### src/rtl/sram_arbiter_if.sv
// sram_arbiter_if: bundles the IF requester, MEM requester, SRAM controller
// and status signals around sram_arbiter.
//   slave  : arbiter side (requests/SRAM responses in, grants/commands out)
//   master : environment side (requesters + SRAM controller)
interface sram_arbiter_if #(
  parameter int ADDR_W = 32,
  parameter int DATA_W = 32
);
  // instruction fetch (read-only)
  logic              if_rd_en;
  logic [ADDR_W-1:0] if_addr;
  logic [DATA_W-1:0] if_rdata;
  logic              if_ready;
  // data-side cache controller
  logic              mem_rd_en;
  logic              mem_wr_en;
  logic [ADDR_W-1:0] mem_addr;
  logic [DATA_W-1:0] mem_wdata;
  logic [DATA_W-1:0] mem_rdata;
  logic              mem_ready;
  // SRAM controller
  logic              sram_read_en;
  logic              sram_write_en;
  logic [ADDR_W-1:0] sram_address;
  logic [DATA_W-1:0] sram_write_data;
  logic [DATA_W-1:0] sram_read_data;
  logic              sram_ready;
  // status
  logic              busy;
  logic              owner;
  logic              timeout_err;

  modport slave (
    input  if_rd_en, if_addr, mem_rd_en, mem_wr_en, mem_addr, mem_wdata,
           sram_read_data, sram_ready,
    output if_rdata, if_ready, mem_rdata, mem_ready,
           sram_read_en, sram_write_en, sram_address, sram_write_data,
           busy, owner, timeout_err
  );

  modport master (
    output if_rd_en, if_addr, mem_rd_en, mem_wr_en, mem_addr, mem_wdata,
           sram_read_data, sram_ready,
    input  if_rdata, if_ready, mem_rdata, mem_ready,
           sram_read_en, sram_write_en, sram_address, sram_write_data,
           busy, owner, timeout_err
  );
endinterface

### src/rtl/sram_arbiter.sv
// sram_arbiter: round-robin arbiter sharing one SRAM controller between
// instruction fetch (IF, read-only) and the data-side cache controller (MEM).
// The winner's command is latched for the whole transaction; completion is a
// one-cycle ready pulse to the owner only. A watchdog aborts a transaction
// that sees no sram_ready within TIMEOUT busy cycles (sticky timeout_err).
// Ports:
//   clk  : rising-edge clock
//   rst  : asynchronous active-low reset
//   bus  : sram_arbiter_if.slave (requesters, SRAM controller, status)
module sram_arbiter #(
  parameter int ADDR_W  = 32,
  parameter int DATA_W  = 32,
  parameter int TIMEOUT = 255   // 1..255
) (
  input logic         clk,
  input logic         rst,
  sram_arbiter_if.slave bus
);

  typedef enum logic [1:0] {IDLE, BUSY, DONE} state_t;

  localparam logic [7:0] CNT_LAST = 8'(TIMEOUT - 1);

  state_t            state;
  logic              owner_q;      // doubles as last_grant
  logic [ADDR_W-1:0] addr_q;
  logic [DATA_W-1:0] wdata_q;
  logic [DATA_W-1:0] if_rdata_q;
  logic [DATA_W-1:0] mem_rdata_q;
  logic              rd_en_q;
  logic              wr_en_q;
  logic              if_ready_q;
  logic              mem_ready_q;
  logic              busy_q;
  logic              terr_q;
  logic [7:0]        cnt;

  logic if_req, mem_req, grant_mem, grant_wr;

  assign if_req  = bus.if_rd_en;
  assign mem_req = bus.mem_rd_en | bus.mem_wr_en;
  // On contention the side that did not win last time gets the grant.
  assign grant_mem = mem_req & (~if_req | ~owner_q);
  // rd+wr together counts as a write
  assign grant_wr  = grant_mem & bus.mem_wr_en;

  always_ff @(posedge clk or negedge rst) begin
    if (!rst) begin
      state       <= IDLE;
      owner_q     <= 1'b0;
      addr_q      <= '0;
      wdata_q     <= '0;
      if_rdata_q  <= '0;
      mem_rdata_q <= '0;
      rd_en_q     <= 1'b0;
      wr_en_q     <= 1'b0;
      if_ready_q  <= 1'b0;
      mem_ready_q <= 1'b0;
      busy_q      <= 1'b0;
      terr_q      <= 1'b0;
      cnt         <= '0;
    end else begin
      if_ready_q  <= 1'b0;
      mem_ready_q <= 1'b0;
      case (state)
        IDLE: begin
          if (if_req | mem_req) begin
            owner_q <= grant_mem;
            addr_q  <= grant_mem ? bus.mem_addr : bus.if_addr;
            wdata_q <= bus.mem_wdata;
            rd_en_q <= ~grant_wr;
            wr_en_q <= grant_wr;
            cnt     <= '0;
            busy_q  <= 1'b1;
            state   <= BUSY;
          end
        end
        BUSY: begin
          // sram_ready wins over a watchdog expiry in the same cycle
          if (bus.sram_ready) begin
            rd_en_q     <= 1'b0;
            wr_en_q     <= 1'b0;
            if_ready_q  <= ~owner_q;
            mem_ready_q <= owner_q;
            if (!wr_en_q) begin
              if (owner_q) mem_rdata_q <= bus.sram_read_data;
              else         if_rdata_q  <= bus.sram_read_data;
            end
            state <= DONE;
          end else if (cnt == CNT_LAST) begin
            rd_en_q     <= 1'b0;
            wr_en_q     <= 1'b0;
            if_ready_q  <= ~owner_q;
            mem_ready_q <= owner_q;
            terr_q      <= 1'b1;
            if (owner_q) mem_rdata_q <= '0;
            else         if_rdata_q  <= '0;
            state <= DONE;
          end else begin
            cnt <= cnt + 8'd1;
          end
        end
        // One dead cycle so a requester's stale level is never re-granted.
        DONE: begin
          busy_q <= 1'b0;
          state  <= IDLE;
        end
        default: state <= IDLE;
      endcase
    end
  end

  assign bus.if_rdata        = if_rdata_q;
  assign bus.if_ready        = if_ready_q;
  assign bus.mem_rdata       = mem_rdata_q;
  assign bus.mem_ready       = mem_ready_q;
  assign bus.sram_read_en    = rd_en_q;
  assign bus.sram_write_en   = wr_en_q;
  assign bus.sram_address    = addr_q;
  assign bus.sram_write_data = wdata_q;
  assign bus.busy            = busy_q;
  assign bus.owner           = owner_q;
  assign bus.timeout_err     = terr_q;

endmodule

### src/flat_wrapper.sv
// flat-port wrapper written by rule: the top's interface ports become plain ports
module sram_arbiter_flat 
#(
  parameter int ADDR_W  = 32,
  parameter int DATA_W  = 32,
  parameter int TIMEOUT = 255            
)
  (clk, rst, bus_if_rd_en, bus_if_addr, bus_mem_rd_en, bus_mem_wr_en, bus_mem_addr, bus_mem_wdata, bus_sram_read_data, bus_sram_ready, bus_if_rdata, bus_if_ready, bus_mem_rdata, bus_mem_ready, bus_sram_read_en, bus_sram_write_en, bus_sram_address, bus_sram_write_data, bus_busy, bus_owner, bus_timeout_err);
  sram_arbiter_if #(.ADDR_W(ADDR_W), .DATA_W(DATA_W)) bus_i ();
  input logic clk;
  input logic rst;
  input wire logic [$bits(bus_i.if_rd_en)-1:0] bus_if_rd_en;
  input wire logic [$bits(bus_i.if_addr)-1:0] bus_if_addr;
  input wire logic [$bits(bus_i.mem_rd_en)-1:0] bus_mem_rd_en;
  input wire logic [$bits(bus_i.mem_wr_en)-1:0] bus_mem_wr_en;
  input wire logic [$bits(bus_i.mem_addr)-1:0] bus_mem_addr;
  input wire logic [$bits(bus_i.mem_wdata)-1:0] bus_mem_wdata;
  input wire logic [$bits(bus_i.sram_read_data)-1:0] bus_sram_read_data;
  input wire logic [$bits(bus_i.sram_ready)-1:0] bus_sram_ready;
  output wire logic [$bits(bus_i.if_rdata)-1:0] bus_if_rdata;
  output wire logic [$bits(bus_i.if_ready)-1:0] bus_if_ready;
  output wire logic [$bits(bus_i.mem_rdata)-1:0] bus_mem_rdata;
  output wire logic [$bits(bus_i.mem_ready)-1:0] bus_mem_ready;
  output wire logic [$bits(bus_i.sram_read_en)-1:0] bus_sram_read_en;
  output wire logic [$bits(bus_i.sram_write_en)-1:0] bus_sram_write_en;
  output wire logic [$bits(bus_i.sram_address)-1:0] bus_sram_address;
  output wire logic [$bits(bus_i.sram_write_data)-1:0] bus_sram_write_data;
  output wire logic [$bits(bus_i.busy)-1:0] bus_busy;
  output wire logic [$bits(bus_i.owner)-1:0] bus_owner;
  output wire logic [$bits(bus_i.timeout_err)-1:0] bus_timeout_err;
  assign bus_i.if_rd_en = bus_if_rd_en;
  assign bus_i.if_addr = bus_if_addr;
  assign bus_i.mem_rd_en = bus_mem_rd_en;
  assign bus_i.mem_wr_en = bus_mem_wr_en;
  assign bus_i.mem_addr = bus_mem_addr;
  assign bus_i.mem_wdata = bus_mem_wdata;
  assign bus_i.sram_read_data = bus_sram_read_data;
  assign bus_i.sram_ready = bus_sram_ready;
  assign bus_if_rdata = bus_i.if_rdata;
  assign bus_if_ready = bus_i.if_ready;
  assign bus_mem_rdata = bus_i.mem_rdata;
  assign bus_mem_ready = bus_i.mem_ready;
  assign bus_sram_read_en = bus_i.sram_read_en;
  assign bus_sram_write_en = bus_i.sram_write_en;
  assign bus_sram_address = bus_i.sram_address;
  assign bus_sram_write_data = bus_i.sram_write_data;
  assign bus_busy = bus_i.busy;
  assign bus_owner = bus_i.owner;
  assign bus_timeout_err = bus_i.timeout_err;
  sram_arbiter #(.ADDR_W(ADDR_W), .DATA_W(DATA_W), .TIMEOUT(TIMEOUT)) u_core (.clk(clk), .rst(rst), .bus(bus_i));
endmodule
### config.mk
export PLATFORM = sky130hd
export DESIGN_NAME = sram_arbiter_flat
export DESIGN_NICKNAME = d
export VERILOG_FILES = /design/src/rtl/sram_arbiter_if.sv /design/src/rtl/sram_arbiter.sv /design/src/flat_wrapper.sv
export SDC_FILE = /design/constraint.sdc
export NUM_CORES = 1
export LEC_CHECK = 0
export CELL_PAD_IN_SITES_DETAIL_PLACEMENT = 0
export CELL_PAD_IN_SITES_GLOBAL_PLACEMENT = 1
export CORE_ASPECT_RATIO = 1.1
export CORE_MARGIN = 1
export CORE_UTILIZATION = 33
export CTS_BUF_LIST = sky130_fd_sc_hd__clkbuf_2 sky130_fd_sc_hd__clkbuf_4 sky130_fd_sc_hd__clkbuf_8
export DETAILED_ROUTE_END_ITERATION = 8
export PLACE_DENSITY_LB_ADDON = 0.08
export SLEW_MARGIN = 20
export SYNTH_ARGS = -nofsm -noshare
export SYNTH_HDL_FRONTEND = slang
export SYNTH_SLANG_ARGS = --single-unit
export TNS_END_PERCENT = 1
### constraint.sdc
create_clock -name clk -period 1.8 [get_ports clk]
set_clock_uncertainty 0.05 [all_clocks]
set_input_delay 0.27 -clock clk [delete_from_list [all_inputs] [get_ports clk]]
set_output_delay 0.27 -clock clk [all_outputs]
set_load 0.02 [all_outputs]
==> flow_summary.ini <==
[logic_synthesis]
synth.avg_cell_area_um2 = 13.4
syn_area_um2 = 5870
synth_seq_area_share_pct = 61.8
yosys_warnings = 0
ys_types = 34
postSynthCellCount = 437
ys_ff_latch = 145
syn-num-nets = 573

[setup_path]
crit_arrival_ps = 1420
r2r_setup_slack_ps = 150
cp-start-kind = flip-flop
r2r-start = u_core.cnt[4]$_DFFE_PN0P_
ff2ff_path_depth = 5
critPathTopFamily = buffers and inverters
worst-path-max-fanout = 2
crit_required_ps = 1480
worstReg2RegEnd = u_core.bus.mem_rdata[9]$_DFFE_PN0P_
critPathBufInv = 1
worstPathCellList = clkdlybuf4s50_1
end_kind = output pin
cp_slowest_cell = clkdlybuf4s50_1
worst-path-stages = 1
max_stage_delay_ps = 620
path_class = flip-flop to output pin

[route]
drcViolationCount = 2
dr.pass1.iters = 6
drtIter0Drc = 196
routed_via_density = 4.90
vias = 4755
drtAntennaViolNets = 0
avgRoutedWirePerCell_um = 16.9
wl_um = 16400

[layout]
fillers = 1455
n_antenna_cell = 0
area_growth_pct = 63.4
seq_area_um2 = 3630
multi_input_area_um2 = 2020
nets = 860
final_area_um2 = 9600
drive_gt1_share_pct = 13.4

[placement]
finalWeightedCongestion = 0.733
port_buffers = 268
postPlaceCellArea_um2 = 9020
dp_hpwl_um = 12200

[sta]
max_freq_ghz = 0.576
rsz0062_at_grt = no
finalCriticalPeriod_ps = 1740
relSlewSlack_pct = 76.0
max_slew.worst_pin.slew_ps = 357
setup_viol = 0
finalHoldViolCount = 0
final.setup.tns_ps = 0
post-route-period-util_pct = 96.4
maxSlewViolCount = 0

[floorplan]
num_rows = 50
dieArea_um2 = 18300
dieWidth_um = 129
start_util_pct = 34.1
core-area_um2 = 17200
die_y_um = 142
io_pins = 269

[clocking]
cts_setup_buffers = 0
cts_buffers = 17
clock-sinks = 145
cts_tree = built
root_buffer = clkbuf_8
insertion_delay_ps = 430
cts.path.max_buffers = 2
htreeDepth = 4
clk_pin_slew_ps = 80

[grt]
overflow = 0
grt_pass1_wl_um = 26200
track_usage_pct = 18.6
antenna_found_initial = 0
grt_pass1_vias = 5030
grt_max_degree = 43

[pwr]
powerDensity_nw_per_um2 = 1760
ir_worst_vdd_v = 0.000828
p_leak_uw = 0.00458

[status]
violations = DRC
status = finished with violations

[min_path]
min_path_type = input port to async pin

[flow_run]
max_cap_violations = 0
stage by stage:
stage | hold WS, ps | setup WS (ps) | instances | power, uW | utilization, %
final | 247 | 64.5 | 971 | 16900 | 55.8
after global routing | 238 | 0.165 | 971 | 18000 | 55.8
after CTS | 228 | 0.867 | 971 | 17300 | 55.1
after detailed placement | 135 | -232 | 938 | 14300 | 52.4
after global placement | 127 | -177 | 938 | 14200 | 52.4
after floorplan | -75.6 | 209 | 437 | 9930 | -
per-layer routing:
metal	track usage (%)	routed length (um)	share of wire, %	up-vias
met5	0	0	0	-
met4	6.07	230	1.4	0
met3	7.37	1540	9.4	15
met2	30.7	8080	49	198
met1	22.2	6540	40	2328
li1	-	-	-	2214
cell families (layout without fill, tap and decap cells):
kind of cell / Yosys count / after routing / synth area share (%)
adders and majority gates: 2 / 2 / 0.426
AOI/OAI and AO/OA: 125 / 125 / 17.0
muxes: 65 / 65 / 11.8
DFF: 145 / 145 / 61.8
buffers and inverters: 41 / 341 / 4.15
and+or+nand+nor: 59 / 59 / 4.86
worst register-to-register path: cells and delay by family, from the launching register on:
family | cells | cell delay (ps)
buffers and inverters | 1 | 180
AO/OA/AOI/OAI | 2 | 370
flip-flops | 1 | 490
AND/OR/NAND/NOR | 2 | 460
power breakdown:
part	leakage (uW)	switching (uW)	internal, uW
clock network	0.000227	1220	1690
logic	0.00256	4270	4210
registers	0.00180	818	4730
total	0.00458	6300	10600
cell usage after synthesis, drive strengths merged:
cell | count | area share [%]
a211oi | 1 | 0.13
o211ai | 1 | 0.21
a31oi | 3 | 0.32
a31o | 1 | 0.15
mux2i | 32 | 5.5
and2 | 2 | 0.21
clkbuf | 9 | 0.58
o41ai | 1 | 0.15
nor2 | 7 | 0.49
nor3 | 2 | 0.36
a41oi | 2 | 0.30
a21o | 1 | 0.13
a21oi | 9 | 0.77
nand3 | 6 | 0.51
o21ai | 37 | 3.3
ha | 2 | 0.43
nand4 | 1 | 0.36
o211a | 1 | 0.17
inv | 5 | 0.32
o21a | 4 | 0.51
nand2b | 1 | 0.11
a32o | 64 | 11
nand2 | 36 | 2.3
buf | 27 | 3.3
and3 | 2 | 0.21
mux2 | 33 | 6.3
dfrtp | 145 | 62
nor2b | 1 | 0.11
or3 | 1 | 0.19
cell type report:
class / count / area share [%]
repair buffers: 304 / 33.2
inverters: 5 / 0.196
well taps: 234 / 3.05
clock inverters: 13 / 2.19
clock buffers: 19 / 2.59
flip-flops and latches: 145 / 37.8
multi-input cells: 251 / 21.0
layout by cell type (no fill, tap or decap), types with 10 or more instances in the layout:
cell type,count
a32o_1,64
buf_12,10
buf_4,25
clkbuf_8,17
clkdlybuf4s50_1,218
dfrtp_1,145
dlymetal6s2s_1,43
mux2_1,13
mux2_2,20
mux2i_1,32
nand2_1,36
o21ai_0,35
how the worst max path moves through the flow:
stage,to,from,slack [ps]
global placement,u_core.bus.sram_write_data[1]$_DFFE_PN0P_,bus_mem_wr_en,-180
CTS,bus_busy,u_core.bus.busy$_DFFE_PN0P_,0.9
floorplan,u_core.bus.if_rdata[10]$_DFFE_PN0P_,u_core.cnt[0]$_DFFE_PN0P_,210
finish,bus_mem_rdata[29],u_core.bus.mem_rdata[29]$_DFFE_PN0P_,60
detailed placement,u_core.bus.sram_write_data[17]$_DFFE_PN0P_,bus_mem_wr_en,-230
global route,bus_sram_address[13],u_core.bus.sram_address[13]$_DFFE_PN0P_,0.2
state kept, by name (all words and copies together) (netlist names):
register                    flops
u_core.bus.owner                1
u_core.bus.mem_rdata           32
u_core.bus.if_ready             1
u_core.bus.if_rdata            32
u_core.bus.mem_ready            1
u_core.state                    2
u_core.bus.sram_read_en         1
u_core.cnt                      8
u_core.bus.sram_address        32
u_core.bus.sram_write_data     32
u_core.bus.busy                 1
u_core.bus.sram_write_en        1
u_core.bus.timeout_err          1
what timing repair did:
action,4_1_cts,5_1_grt
hold buffers,1,0
endpoints found under the hold margin,70,0
gates resized for setup,6,44
setup endpoints to repair,6,100
gates cloned,0,0
No activity file was read; power rests on OpenSTA's default activity.
